$ cat src/rtl/hazard_ctrl_pkg.sv
// Shared definitions for the pipeline hazard controller: FSM encoding and
// the architectural zero-register index.
package hazard_ctrl_pkg;

   typedef enum logic {
      ST_RUN     = 1'b0,
      ST_MEMWAIT = 1'b1
   } state_t;

   localparam logic [4:0] REG_ZERO = 5'd0;

endpackage

$ cat src/rtl/hazard_ctrl_sat_counter.sv
// Saturating up-counter: increments on inc and sticks at all-ones instead of
// wrapping; Clr has priority.
module sat_counter #(
   parameter int W = 32
) (
   input  logic         Clk,
   input  logic         Clr,
   input  logic         inc,
   output logic [W-1:0] q
);

   logic [W-1:0] q_q;
   logic [W-1:0] q_d;

   always_comb begin
      q_d = q_q;
      if (inc && (q_q != '1)) begin
         q_d = q_q + 1'b1;
      end
   end

   always_ff @(posedge Clk) begin
      if (Clr) begin
         q_q <= '0;
      end else begin
         q_q <= q_d;
      end
   end

   assign q = q_q;

endmodule

$ cat src/rtl/hazard_ctrl.sv
// Pipeline hazard controller: load-use bubbles, branch/jump flushes and a
// whole-pipe freeze while data memory is busy, with timeout and perf counters.
module hazard_ctrl
   import hazard_ctrl_pkg::*;
#(
   parameter int CNT_W       = 32,
   parameter int TO_W        = 8,
   parameter int MEM_TIMEOUT = 200
) (
   input  logic             Clk,
   input  logic             Clr,
   input  logic [4:0]       ID_Rs,
   input  logic [4:0]       ID_Rt,
   input  logic             ID_UseRt,
   input  logic             EX_MemtoReg,
   input  logic [4:0]       EX_Rt,
   input  logic             MEM_PCSrc,
   input  logic             MEM_Req,
   input  logic             dmem_ready,
   output logic             PC_Wr,
   output logic             IF_ID_Wr,
   output logic             IF_ID_Flush,
   output logic             ID_EX_Bubble,
   output logic             ID_EX_Flush,
   output logic             Pipe_Hold,
   output logic             mem_err,
   output logic [CNT_W-1:0] stall_cnt,
   output logic [CNT_W-1:0] flush_cnt,
   output logic [CNT_W-1:0] wait_cnt
);

   localparam logic [TO_W-1:0] TO_LIMIT = TO_W'(MEM_TIMEOUT);
   localparam logic [TO_W-1:0] TO_ONE   = TO_W'(1);

   state_t          state_q, state_d;
   logic [TO_W-1:0] to_q, to_d;
   logic            mem_err_q, mem_err_d;

   logic lu;
   logic mw;
   logic hold;
   logic stall_inc;
   logic flush_inc;
   logic wait_inc;

   assign lu = EX_MemtoReg && (EX_Rt != REG_ZERO) &&
               ((EX_Rt == ID_Rs) || (ID_UseRt && (EX_Rt == ID_Rt)));
   assign mw = MEM_Req && !dmem_ready;

   // In MEMWAIT the freeze lasts until ready, even if the request line has dropped.
   assign hold = (state_q == ST_MEMWAIT) ? !dmem_ready : mw;

   always_ff @(posedge Clk) begin
      if (Clr) begin
         state_q   <= ST_RUN;
         to_q      <= '0;
         mem_err_q <= 1'b0;
      end else begin
         state_q   <= state_d;
         to_q      <= to_d;
         mem_err_q <= mem_err_d;
      end
   end

   always_comb begin
      state_d   = state_q;
      to_d      = to_q;
      mem_err_d = mem_err_q;
      case (state_q)
         ST_RUN: begin
            if (mw) begin
               state_d = ST_MEMWAIT;
               to_d    = TO_ONE;
            end
         end
         ST_MEMWAIT: begin
            if (dmem_ready) begin
               state_d = ST_RUN;
               to_d    = '0;
            end else if (to_q == TO_LIMIT) begin
               // Abort: hold is still asserted this cycle, drops next cycle.
               state_d   = ST_RUN;
               to_d      = '0;
               mem_err_d = 1'b1;
            end else begin
               to_d = to_q + 1'b1;
            end
         end
         default: begin
            state_d = ST_RUN;
            to_d    = '0;
         end
      endcase
   end

   always_comb begin
      PC_Wr        = 1'b1;
      IF_ID_Wr     = 1'b1;
      IF_ID_Flush  = 1'b0;
      ID_EX_Bubble = 1'b0;
      ID_EX_Flush  = 1'b0;
      Pipe_Hold    = 1'b0;
      stall_inc    = 1'b0;
      flush_inc    = 1'b0;
      wait_inc     = 1'b0;
      if (!Clr) begin
         if (hold) begin
            Pipe_Hold = 1'b1;
            PC_Wr     = 1'b0;
            IF_ID_Wr  = 1'b0;
            wait_inc  = 1'b1;
         end else if (MEM_PCSrc) begin
            IF_ID_Flush = 1'b1;
            ID_EX_Flush = 1'b1;
            flush_inc   = 1'b1;
         end else if (lu) begin
            PC_Wr        = 1'b0;
            IF_ID_Wr     = 1'b0;
            ID_EX_Bubble = 1'b1;
            stall_inc    = 1'b1;
         end
      end
   end

   assign mem_err = mem_err_q;

   sat_counter #(.W(CNT_W)) u_stall_cnt (
      .Clk (Clk),
      .Clr (Clr),
      .inc (stall_inc),
      .q   (stall_cnt)
   );

   sat_counter #(.W(CNT_W)) u_flush_cnt (
      .Clk (Clk),
      .Clr (Clr),
      .inc (flush_inc),
      .q   (flush_cnt)
   );

   sat_counter #(.W(CNT_W)) u_wait_cnt (
      .Clk (Clk),
      .Clr (Clr),
      .inc (wait_inc),
      .q   (wait_cnt)
   );

endmodule

$ cat config.mk
export PLATFORM = sky130hd
export DESIGN_NAME = hazard_ctrl
export DESIGN_NICKNAME = d
export VERILOG_FILES = /design/src/rtl/hazard_ctrl_pkg.sv /design/src/rtl/hazard_ctrl_sat_counter.sv /design/src/rtl/hazard_ctrl.sv
export SDC_FILE = /design/constraint.sdc
export NUM_CORES = 1
export LEC_CHECK = 0
export BUFFER_PORTS_ARGS = -buffer_cell sky130_fd_sc_hd__buf_2
export CAP_MARGIN = 25
export CORE_UTILIZATION = 50
export DETAILED_ROUTE_END_ITERATION = 8
export GPL_TIMING_DRIVEN = 0
export HOLD_SLACK_MARGIN = 0.05
export PLACE_DENSITY = 0.81
export REMOVE_ABC_BUFFERS = 1
export SKIP_CTS_REPAIR_TIMING = 1
export SLEW_MARGIN = 20
export SYNTH_ARGS = -nofsm -noshare
export SYNTH_HDL_FRONTEND = slang
export SYNTH_SLANG_ARGS = --single-unit
$ cat constraint.sdc
create_clock -name Clk -period 4.4 [get_ports Clk]
set_input_delay 0.22 -clock Clk [delete_from_list [all_inputs] [get_ports Clk]]
set_output_delay 0.22 -clock Clk [all_outputs]
set_load 0.1 [all_outputs]
# [After elaboration in Yosys (flattened, before gate mapping)]
# Cells that the tools add are included.
[op_classes] add_sub_neg=4 n_eq_ne=7 n_mux=22 bitwise_logic=2 n_reduce_logical=11
[ops] cell="32-bit by 1-bit adder with 32-bit output (second input constant)" n=3
[ops] cell="32-bit inequality test (second input constant)" n=3
[ops] cell="8-bit 2-to-1 mux" n=3
[ops] cell="1-bit 2-to-1 mux" n=17
[ops] cell="8-bit one-hot mux with 2 select lines" n=1
[ops] cell="5-bit equality test" n=2
[ops] cell="8-bit by 1-bit adder with 8-bit output (second input constant)" n=1
[ops] cell="8-bit equality test (second input constant)" n=1
[ops] cell="1-bit logical AND" n=7
[ops] cell="5-bit nonzero test" n=1
[ops] cell="3-bit AND reduction" n=1
[ops] cell="2-bit inequality test (second input constant)" n=1
[ops] cell="1-bit NOT" n=2
[ops] cell="1-bit one-hot mux with 2 select lines" n=1
[ops] cell="1-bit zero test" n=1
[ops] cell="1-bit logical OR" n=1
[word_totals] ff_bits=106 in_bits=22 out_inout_bits=103 word_cells=52

# [Logic depth before layout (Yosys ltp)]
# Gate-level depths: netlist of the first run.
[depth] word_depth=9 depth_mapped=9

# [By module]
# From an unflattened synthesis of the first run, not the netlist that was laid out.
[unflattened] hier_cells=682 hier_area_um2=5733.0
[by_module_without_submodules] mod="sat_counter" n_inst=3 cells_per_inst=199 area_per_inst_um2=1674.1 seq_area_each_um2=640.6
[by_module_without_submodules] mod="hazard_ctrl" n_inst=1 cells_per_inst=85 area_per_inst_um2=710.7 seq_area_each_um2=200.2

# [Least setup slack after synthesis of the first run]
# Ideal clock, no wire load.
[synth_path] path_kind="register -> register" from="register u_flush_cnt.q_q[10], in the netlist u_flush_cnt.q[10]" to="register u_flush_cnt.q_q[22], in the netlist u_flush_cnt.q[22]" t_arrival_ns=2.723 path_slack_ns=1.610 path_stages_with_launch=7 path_buffers=0 period_less_slack_ns=2.790 path_cell_list="dfxtp_1 -> nand4_1 -> or4_1 -> a211oi_1 -> nand3_1 -> xor2_1 -> nor2_1"
[synth_between] elab_chain_cells=2 word_cells_on_any_way=3 classes_between="add/sub (1); eq/ne (1); reduce/logical (1)"
[synth_rtl] item="start, declared" line="hazard_ctrl_sat_counter.sv:12" text="logic [W-1:0] q_q;"
[synth_rtl] item="start signal, assigned" line="hazard_ctrl_sat_counter.sv:26" text="q_q <= q_d;"
[synth_rtl] item="branches (longest 2 deep; another with 32-bit by 1-bit adder with 32-bit output)"
# Parallel ways; which one is timed is not known.
# A chain may end at the register's enable or synchronous reset.

# [Worst setup path in the final report of the first run]
[layout_path] from="register u_flush_cnt.q_q[10], in the netlist u_flush_cnt.q[10]" to="register u_flush_cnt.q_q[31], in the netlist u_flush_cnt.q[31]"
# The elaborated chain is that of the path after synthesis.

==> impl_metrics.toml, run 1 <==
[setup_path]
rrSetupSlack_ns = 1.74
r2r_cells = 6
cp-start-kind = "flop"
critPathSlowestCell = "and3_1"
worstSetupPathType = "reg2reg"
crit_path_end_kind = "flop"
max_stage_delay_ns = 0.76
critPathArrivalTime_ns = 2.91
cp_cell_sequence = "nand4_1 > nor4_1 > and3_1 > nor3_1 > xnor2_1 > nor2_1"
worstPathMaxFanout = 21
required_ns = 4.65

[clock_network]
cts.htree.levels = 3
numCtsBuffers = 9
clkTransAtPathRegs_ns = 0.09
cts_tree = "yes"
cts_num_sinks = 106
cts-root-buf = "clkbuf_8"
clock_latency_ns = 0.37
cts_buffer_depth = 2

[sta]
finalSetupTns_ns = 0
period_share = 0.6055
worst_pin_slew_ns = 0.8980
max_freq_mhz = 375.3
rsz0062_at_grt = "false"
finalSetupViolCount = 0
maxSlewHeadroom = 0.3967
min_period_ns = 2.664
fin_skew_ns = 0.01370
slew_violations = 0
finalHoldViolCount = 0
fin_ws_ns = 1.736

[power]
peakVddDrop_v = 0.0001465
p_per_area_mw_per_mm2 = 279.1
leakagePower_nw = 2.394

[floorplan]
fp.dieW_um = 105.6
coreArea_mm2 = 0.01037
die_height_um = 105.6
initial_core_util = 0.5175
design.die.area_mm2 = 0.01115
io_pins = 125
rows = 37

[finish]
drive_above_1_share = 0.1959
final_cell_mix = "buf_2 (123), dfxtp_1 (106), nor2_1 (101)"
layout_commonest_cell = "buf_2"
nFillCells = 939
syn2layout_area_growth_pct = 17.49
antenna-diode-count = 0
fin_nets = 799

[worst_hold_path]
min_path_type = "in2reg"
hold_depth = 4

[place]
dpl.hpwl_um = 9490
port_buffers = 124
gp_congestion = 0.8683
preCtsSetupSlack_ns = 1.814

[global_routing]
grt_pass1_vias = 4911
grt_overflow_total = 0
antenna_found_initial = 0
grt_max_degree = 72
grt_usage = 0.2424
grt_pass1_wl_um = 22210

[logic_synthesis]
netlist_instances = 660
syn_area_per_cell_um2 = 8.131
ys.flop_type = "dfxtp_1"
ys_ff_latch = 106
ys_warn_count = 0
synth_edf_count = 0
async_reset_ff_frac = 0
synth_area_leaders = "dfxtp_1 (40%), nor2_1 (7.1%), xnor2_1 (7.0%), xor2_1 (4.9%), nand3_1 (4.6%)"
post_synth_num_cell_types = 52
yosys.area.top_type = "dfxtp_1"
seq_area_frac_synth = 0.3954
synth_top_area_share = 0.3954
syn_area_mm2 = 0.005366

[route]
vias = 5207
routed_via_density = 5.709
first_pass_iters = 5
drtIter0Drc = 323
drtAntennaViolNets = 0
wl_per_cell_um = 14.31
routed_wl_um = 13050
drc = 0

[flow_run]
maxCapViolCount = 0

[status]
status = "finished, final reports clean"
sequential cells by signal (all words and copies together) (netlist names):
signal / flops
u_wait_cnt.q: 32
u_stall_cnt.q: 32
u_flush_cnt.q: 32
mem_err: 1
to_q: 8
state_q: 1
where the power goes:
part           switching [mW]  internal [mW]  total [mW]
registers             0.00580          0.962       0.968
logic                  0.0854         0.0309       0.116
clock network           0.327          0.349       0.675
worst max-delay path, delay by kind of cell (launching register included):
kind,cells,cell delay [ns]
DFF,1,0.44
xor gates and xnor gates,1,0.20
and+or+nand+nor,5,1.90
through the flow:
stage	power (mW)	std cells	utilization	cell area [µm²]	hold slack, ns
after floorplan	1.060	636	-	5258	0.2891
after global placement	1.101	896	0.5833	6048	0.4587
after detailed placement	1.107	897	0.5861	6078	0.4605
after CTS	1.776	912	0.6080	6305	0.2017
after global routing	1.819	912	0.6080	6305	0.2453
final	1.760	912	0.6080	6305	0.2158
final timing paths:
kind | start | endpoint
max reg2reg | u_flush_cnt.q[10] | u_flush_cnt.q[31]
min | dmem_ready | mem_err
max | u_flush_cnt.q[10] | u_flush_cnt.q[31]
min reg2reg | mem_err | mem_err
area by class of cell:
cell class                      instances  area, µm²  area share
Clock inverter                          4      75.07     0.01191
Clock buffer                           11      151.4     0.02401
Multi-Input combinational cell        510       3060      0.4854
Sequential cell                       106       2122      0.3366
Inverter                               20      75.07     0.01191
Tap cell                              136      170.2     0.02699
Timing Repair Buffer                  125      650.6      0.1032
synthesized netlist by cell type (all sizes together) (2+ instances only):
cell	count
clkbuf	18
nand4	37
nor3	18
nand3	49
xor2	30
nor4	21
dfxtp	106
nor4b	3
and2	3
mux2i	2
nor2b	12
nand4b	4
or3	18
or4	14
a21oi	29
mux2	6
and3	12
nor2	102
or2	3
o31ai	10
buf	6
nand2	42
xnor2	43
nand3b	2
inv	20
nor3b	5
nand2b	3
o21ai	18
and4	6
a21o	2
ha	5
layer usage:
layer  up-vias  part of all wire  track usage  wire (µm)
li1       2564                 -            -          -
met1      2439              0.45       0.3137       5877
met2       185              0.48       0.3994       6213
met3        19             0.055      0.03772        716
met4         0             0.018       0.1071        239
met5         -                 0            0          0
kinds of logic (layout without fill, tap and decap cells):
logic type      count (synthesis)  after routing  share of synthesized area
compound gates                 69             69                    0.07811
flops                         106            106                     0.3954
buf+inv                        44            160                    0.03427
xor+xnor                       73             73                     0.1191
simple gates                  355            355                     0.3451
fa+ha+maj                       5              5                    0.01166
mux                             8              8                    0.01632
Note: power is estimated with default switching activity, not from simulation.
==> run 2: changes to the inputs <==
--- a/config.mk
+++ b/config.mk
@@ -5,13 +5,14 @@
 export SDC_FILE = /design/constraint.sdc
 export NUM_CORES = 1
 export LEC_CHECK = 0
+export ABC_AREA = 1
 export BUFFER_PORTS_ARGS = -buffer_cell sky130_fd_sc_hd__buf_2
 export CAP_MARGIN = 25
 export CORE_UTILIZATION = 50
 export DETAILED_ROUTE_END_ITERATION = 8
 export GPL_TIMING_DRIVEN = 0
 export HOLD_SLACK_MARGIN = 0.05
-export PLACE_DENSITY = 0.81
+export PLACE_DENSITY = 0.82
 export REMOVE_ABC_BUFFERS = 1
 export SKIP_CTS_REPAIR_TIMING = 1
 export SLEW_MARGIN = 20
==> constraint.sdc (replaced) <==
create_clock -name Clk -period 2.3 [get_ports Clk]
set_input_delay 0.115 -clock Clk [delete_from_list [all_inputs] [get_ports Clk]]
set_output_delay 0.115 -clock Clk [all_outputs]
set_load 0.1 [all_outputs]
==> impl_metrics.toml, run 2 <==
[clock_network]
numCtsBuffers = 9
cts_buffer_depth = 2
clkTransAtPathRegs_ns = 0.06
cts.htree.levels = 3
cts-root-buf = "clkbuf_16"
cts_num_sinks = 106
clock_latency_ns = 0.36
cts_tree = "yes"

[floorplan]
io_pins = 125
design.die.area_mm2 = 0.01366
fp.dieW_um = 116.9
coreArea_mm2 = 0.01272
rows = 41
initial_core_util = 0.5188
die_height_um = 116.9

[sta]
finalHoldViolCount = 0
maxSlewHeadroom = 0.5064
finalSetupTns_ns = 0
fin_skew_ns = 0.007482
finalSetupViolCount = 0
worst_pin_slew_ns = 0.7405
min_period_ns = 2.122
max_freq_mhz = 471.3
period_share = 0.9224
rsz0062_at_grt = "false"
slew_violations = 0

[finish]
drive_above_1_share = 0.1656
syn2layout_area_growth_pct = 14.98
final_cell_mix = "nand2_1 (371), nor2_1 (228), buf_2 (122)"
fin_cells = 1370
nFillCells = 1262
layout_commonest_cell = "nand2_1"
fin_nets = 1219
post-route-util = 0.5965

[flow_run]
maxCapViolCount = 0

[logic_synthesis]
synth.area.mux_share = 0
synth-compound-area-share = 0.07374
syn_area_mm2 = 0.006600
yosysMostFrequentCell = "nand2_1"
synth_xor_xnor_area_share = 0.04246
synth_area_leaders = "dfxtp_1 (32%), nand2_1 (21%), nor2_1 (13%), inv_1 (4.5%), nand3_1 (4.2%)"
seq_area_frac_synth = 0.3215
synth_edf_count = 0
ys_ff_latch = 106
async_reset_ff_frac = 0
yosys.area.top_type = "dfxtp_1"
ys.flop_type = "dfxtp_1"
netlist_instances = 1083
synth_top_area_share = 0.3215
ys_warn_count = 0
syn_area_per_cell_um2 = 6.094
synthAdderAreaFrac = 0.009479
yosys.area_share.simple = 0.4709
synth_commonest_cells = "nand2_1 (372), nor2_1 (228), dfxtp_1 (106)"
post_synth_num_cell_types = 36
synth_top_family_by_area = "simple AND/OR/NAND/NOR gates"

[place]
placed_cells = 1352
port_buffers = 124
gp_congestion = 0.9347
dpl.hpwl_um = 12480

[route]
drtIter0Drc = 443
drc = 0
first_pass_iters = 5
routed_via_density = 5.045
drtAntennaViolNets = 0
vias = 6911
routed_wl_um = 16910
wl_per_cell_um = 12.34

[power]
leakagePower_nw = 3.145
peakVddDrop_v = 0.0003778
p_per_area_mw_per_mm2 = 484.4

[setup_path]
crit_path_end_kind = "primary output"
critPathSlowestCell = "clkbuf_4"
cp-start-kind = "flop"
worstSetupPathType = "reg2out"
cp-startpoint = "state_q"
r2r-start = "u_flush_cnt.q[0]"
cp_top_family = "buffers and inverters"
timing.critical_path.buf_inv = 4
cpMostUsedCell = "inv_2"
critPathArrivalTime_ns = 2.01
max_stage_delay_ns = 0.44
cp_cell_sequence = "inv_2 > nor2_1 > inv_2 > nand2_1 > nor2_2 > inv_2 > nor2_1 > clkbuf_4"
worstPathMaxFanout = 7
required_ns = 2.18

[global_routing]
grt_pass1_vias = 5926
grt_max_degree = 55
grt_overflow_total = 0
grt_usage = 0.2542
grt_pass1_wl_um = 27260
antenna_found_initial = 4

[worst_hold_path]
worstHoldStart = "dmem_ready"
min_path_type = "in2reg"

[status]
status = "finished, final reports clean"
## run 2: cell types whose count changed in the layout (fill, tap and decap cells not counted), moves of 14 or more
cell,before,now
nor4_1,21,2
inv_1,20,79
nor2_1,101,228
nand4_1,36,21
xnor2_1,43,15
a21oi_2,0,18
a21oi_1,29,46
or3_1,18,0
or4_1,14,0
nand2_1,42,371
## run 2: metrics by stage
step	hold slack [ns]	area [µm²]	setup WS [ns]	power (mW)
finish	0.07572	7589	0.1784	3.676
global route	0.08003	7586	0.005775	3.824
CTS	0.05971	7532	-0.2381	3.712
detailed placement	0.4401	7246	-0.2362	2.175
global placement	0.4349	7243	-0.6341	2.171
floorplan	0.1774	6407	-1.576	2.085
## run 2: cell families after synthesis
kind of cell,count (synthesis)
AO/OA/AOI/OAI,81
XOR/XNOR,32
adder cells (fa/ha/maj),5
buffers and inverters,119
flip-flops,106
AND/OR/NAND/NOR,740
## run 2: power breakdown
part           internal, mW  switching (mW)
Clock                 0.866           0.674
Combinational        0.0613           0.224
Sequential             1.84         0.00879
Total                  2.77           0.906
## run 2: metal layers
layer | share of wire | GRT usage
met5 | 0.0012 | 0
met3 | 0.064 | 0.07775
met2 | 0.47 | 0.4331
met4 | 0.011 | 0.05654
met1 | 0.46 | 0.3150
## run 2: worst min-delay path, stage by stage
cell and delay (ns):
buf_2 0.10, nor2_1 0.06, nand2_1 0.06, a21oi_1 0.05
## run 2: final cells by class
type,instances,area (µm²),area share
tap,172,215.2,0.02836
clock inverter,3,40.04,0.005276
multi-input combinational,859,3981,0.5246
sequential,106,2122,0.2796
clock buffer,12,246.5,0.03248
timing repair buffer,124,625.6,0.08244
inverter,92,352.8,0.04650
antenna,2,5.005,0.0006595
## run 2: final timing paths
kind	endpoint	cells past startpoint	slack [ns]
worst max-delay path	ID_EX_Bubble	8	0.18
worst min-delay path	mem_err	4	0.08
worst max register to register	u_flush_cnt.q[2]	12	0.18
worst min register to register	to_q[7]	1	0.46
==> run 3: changes to the inputs <==
--- a/config.mk
+++ b/config.mk
@@ -5,14 +5,13 @@
 export SDC_FILE = /design/constraint.sdc
 export NUM_CORES = 1
 export LEC_CHECK = 0
-export ABC_AREA = 1
 export BUFFER_PORTS_ARGS = -buffer_cell sky130_fd_sc_hd__buf_2
 export CAP_MARGIN = 25
-export CORE_UTILIZATION = 50
+export CORE_UTILIZATION = 49
 export DETAILED_ROUTE_END_ITERATION = 8
 export GPL_TIMING_DRIVEN = 0
 export HOLD_SLACK_MARGIN = 0.05
-export PLACE_DENSITY = 0.82
+export PLACE_DENSITY = 0.83
 export REMOVE_ABC_BUFFERS = 1
 export SKIP_CTS_REPAIR_TIMING = 1
 export SLEW_MARGIN = 20
==> impl_metrics.toml, run 3 (synthesis gave the netlist of run 1 again) <==
[global_routing]
grt_max_degree = 62
grt_usage = 0.2290
grt_pass1_wl_um = 21130
antenna_found_initial = 0
grt_pass1_vias = 4660
grt_overflow_total = 0

[route]
wl_met3_um = 671
routed_wl_um = 13170
drc = 0
drtAntennaViolNets = 0
vias = 5173
wl_met2_um = 6370
routed_via_density = 5.641
first_pass_iters = 5
wl_per_cell_um = 14.37
topRoutingLayerUsed = "met4"
drtIter0Drc = 320
wl_met1_um = 5928

[setup_path]
worstSetupPathType = "reg2reg"
crit_path_end_kind = "flop"
cp_cell_sequence = "nand4_2 > or2_1 > or3_1 > nor4_1 > mux2_1"
max_stage_delay_ns = 0.51
required_ns = 2.57
worstPathMaxFanout = 7
critPathSlowestCell = "or3_1"
rrSetupSlack_ns = 0.07
cp-start-kind = "flop"
critPathArrivalTime_ns = 2.50

[clock_network]
cts_num_sinks = 106
numCtsBuffers = 9
cts_tree = "yes"
cts_buffer_depth = 2
cts.htree.levels = 3
cts-root-buf = "clkbuf_8"
clock_latency_ns = 0.38
clkTransAtPathRegs_ns = 0.10

[place]
preCtsSetupSlack_ns = -0.1942
port_buffers = 124
dpl.hpwl_um = 9375
gp_congestion = 0.8999
placed_cells = 897

[worst_hold_path]
min_path_type = "in2reg"

[power]
peakVddDrop_v = 0.0003448
leakagePower_nw = 2.433
p_per_area_mw_per_mm2 = 521.3

[status]
status = "finished, final reports clean"

[floorplan]
design.die.area_mm2 = 0.01137
rows = 37
io_pins = 125
fp.dieW_um = 106.7
coreArea_mm2 = 0.01046
initial_core_util = 0.5129
die_height_um = 106.7

[finish]
drive_above_1_share = 0.2151
fin_cells = 917
layout_commonest_cell = "buf_2"
nFillCells = 932
antenna-diode-count = 0
final_cell_mix = "buf_2 (122), dfxtp_1 (106), nor2_1 (101)"
fin_nets = 803
syn2layout_area_growth_pct = 19.86

[sta]
period_share = 0.9682
finalHoldViolCount = 0
max_freq_mhz = 449.1
fin_ws_ns = 0.07308
maxSlewHeadroom = 0.5841
worst_pin_slew_ns = 0.6238
finalSetupViolCount = 0
min_period_ns = 2.227
slew_violations = 0
rsz0062_at_grt = "true"
fin_skew_ns = 0.01275
finalSetupTns_ns = 0

[flow_run]
maxCapViolCount = 0
-- run 3: changes by cell type in the layout (fill, tap and decap cells not counted), sizes merged, moves of 16 or more --
cell and change:
xnor2 +28, nand4 +16, nand2 -346, nor4 +19, a21oi -36, or3 +18
inv -72, nor2 -133
-- run 3: path summary, 6_finish.rpt --
check              startpoint           endpoint  cells past startpoint
min reg2reg           mem_err            mem_err                      2
max reg2reg  u_stall_cnt.q[3]  u_stall_cnt.q[22]                      5
max          u_stall_cnt.q[3]  u_stall_cnt.q[22]                      5
min                dmem_ready            mem_err                      4
-- run 3: routing by layer --
layer  track usage  vias up
met5             0        -
met2        0.3779      141
met4       0.09883        0
li1              -     2580
met3       0.04498       13
met1        0.2904     2439
-- run 3: layout make-up --
class                      count  area [µm²]  share of cell area
multi-input combinational    510        3162              0.4915
sequential                   106        2122              0.3299
timing repair buffer         129       683.2              0.1062
tap                          136       170.2             0.02645
clock buffer                  12       145.1             0.02256
clock inverter                 4       75.07             0.01167
inverter                      20       75.07             0.01167
-- run 3: power by group --
part | internal (mW) | total [mW] | switching, mW
clock | 0.644 | 1.28 | 0.631
sequential | 1.84 | 1.85 | 0.0110
combinational | 0.0613 | 0.226 | 0.165
-- run 3: stage by stage --
stage	hold slack [ns]	util	power, mW	instance area [µm²]
3_3_place_gp	0.4570	0.5781	2.104	6048
6_report	0.09761	0.6148	3.354	6432
5_1_grt	0.1163	0.6148	3.470	6432
3_5_place_dp	0.4797	0.5810	2.115	6078
4_1_cts	0.08496	0.6020	3.382	6299
2_1_floorplan	0.1841	-	2.028	5258
-- run 3: critical path, delay by kind of cell, from the launching register on --
kind             cells  cell delay [ns]
muxes                1             0.37
and+or+nand+nor      4             1.33
DFF                  1             0.43
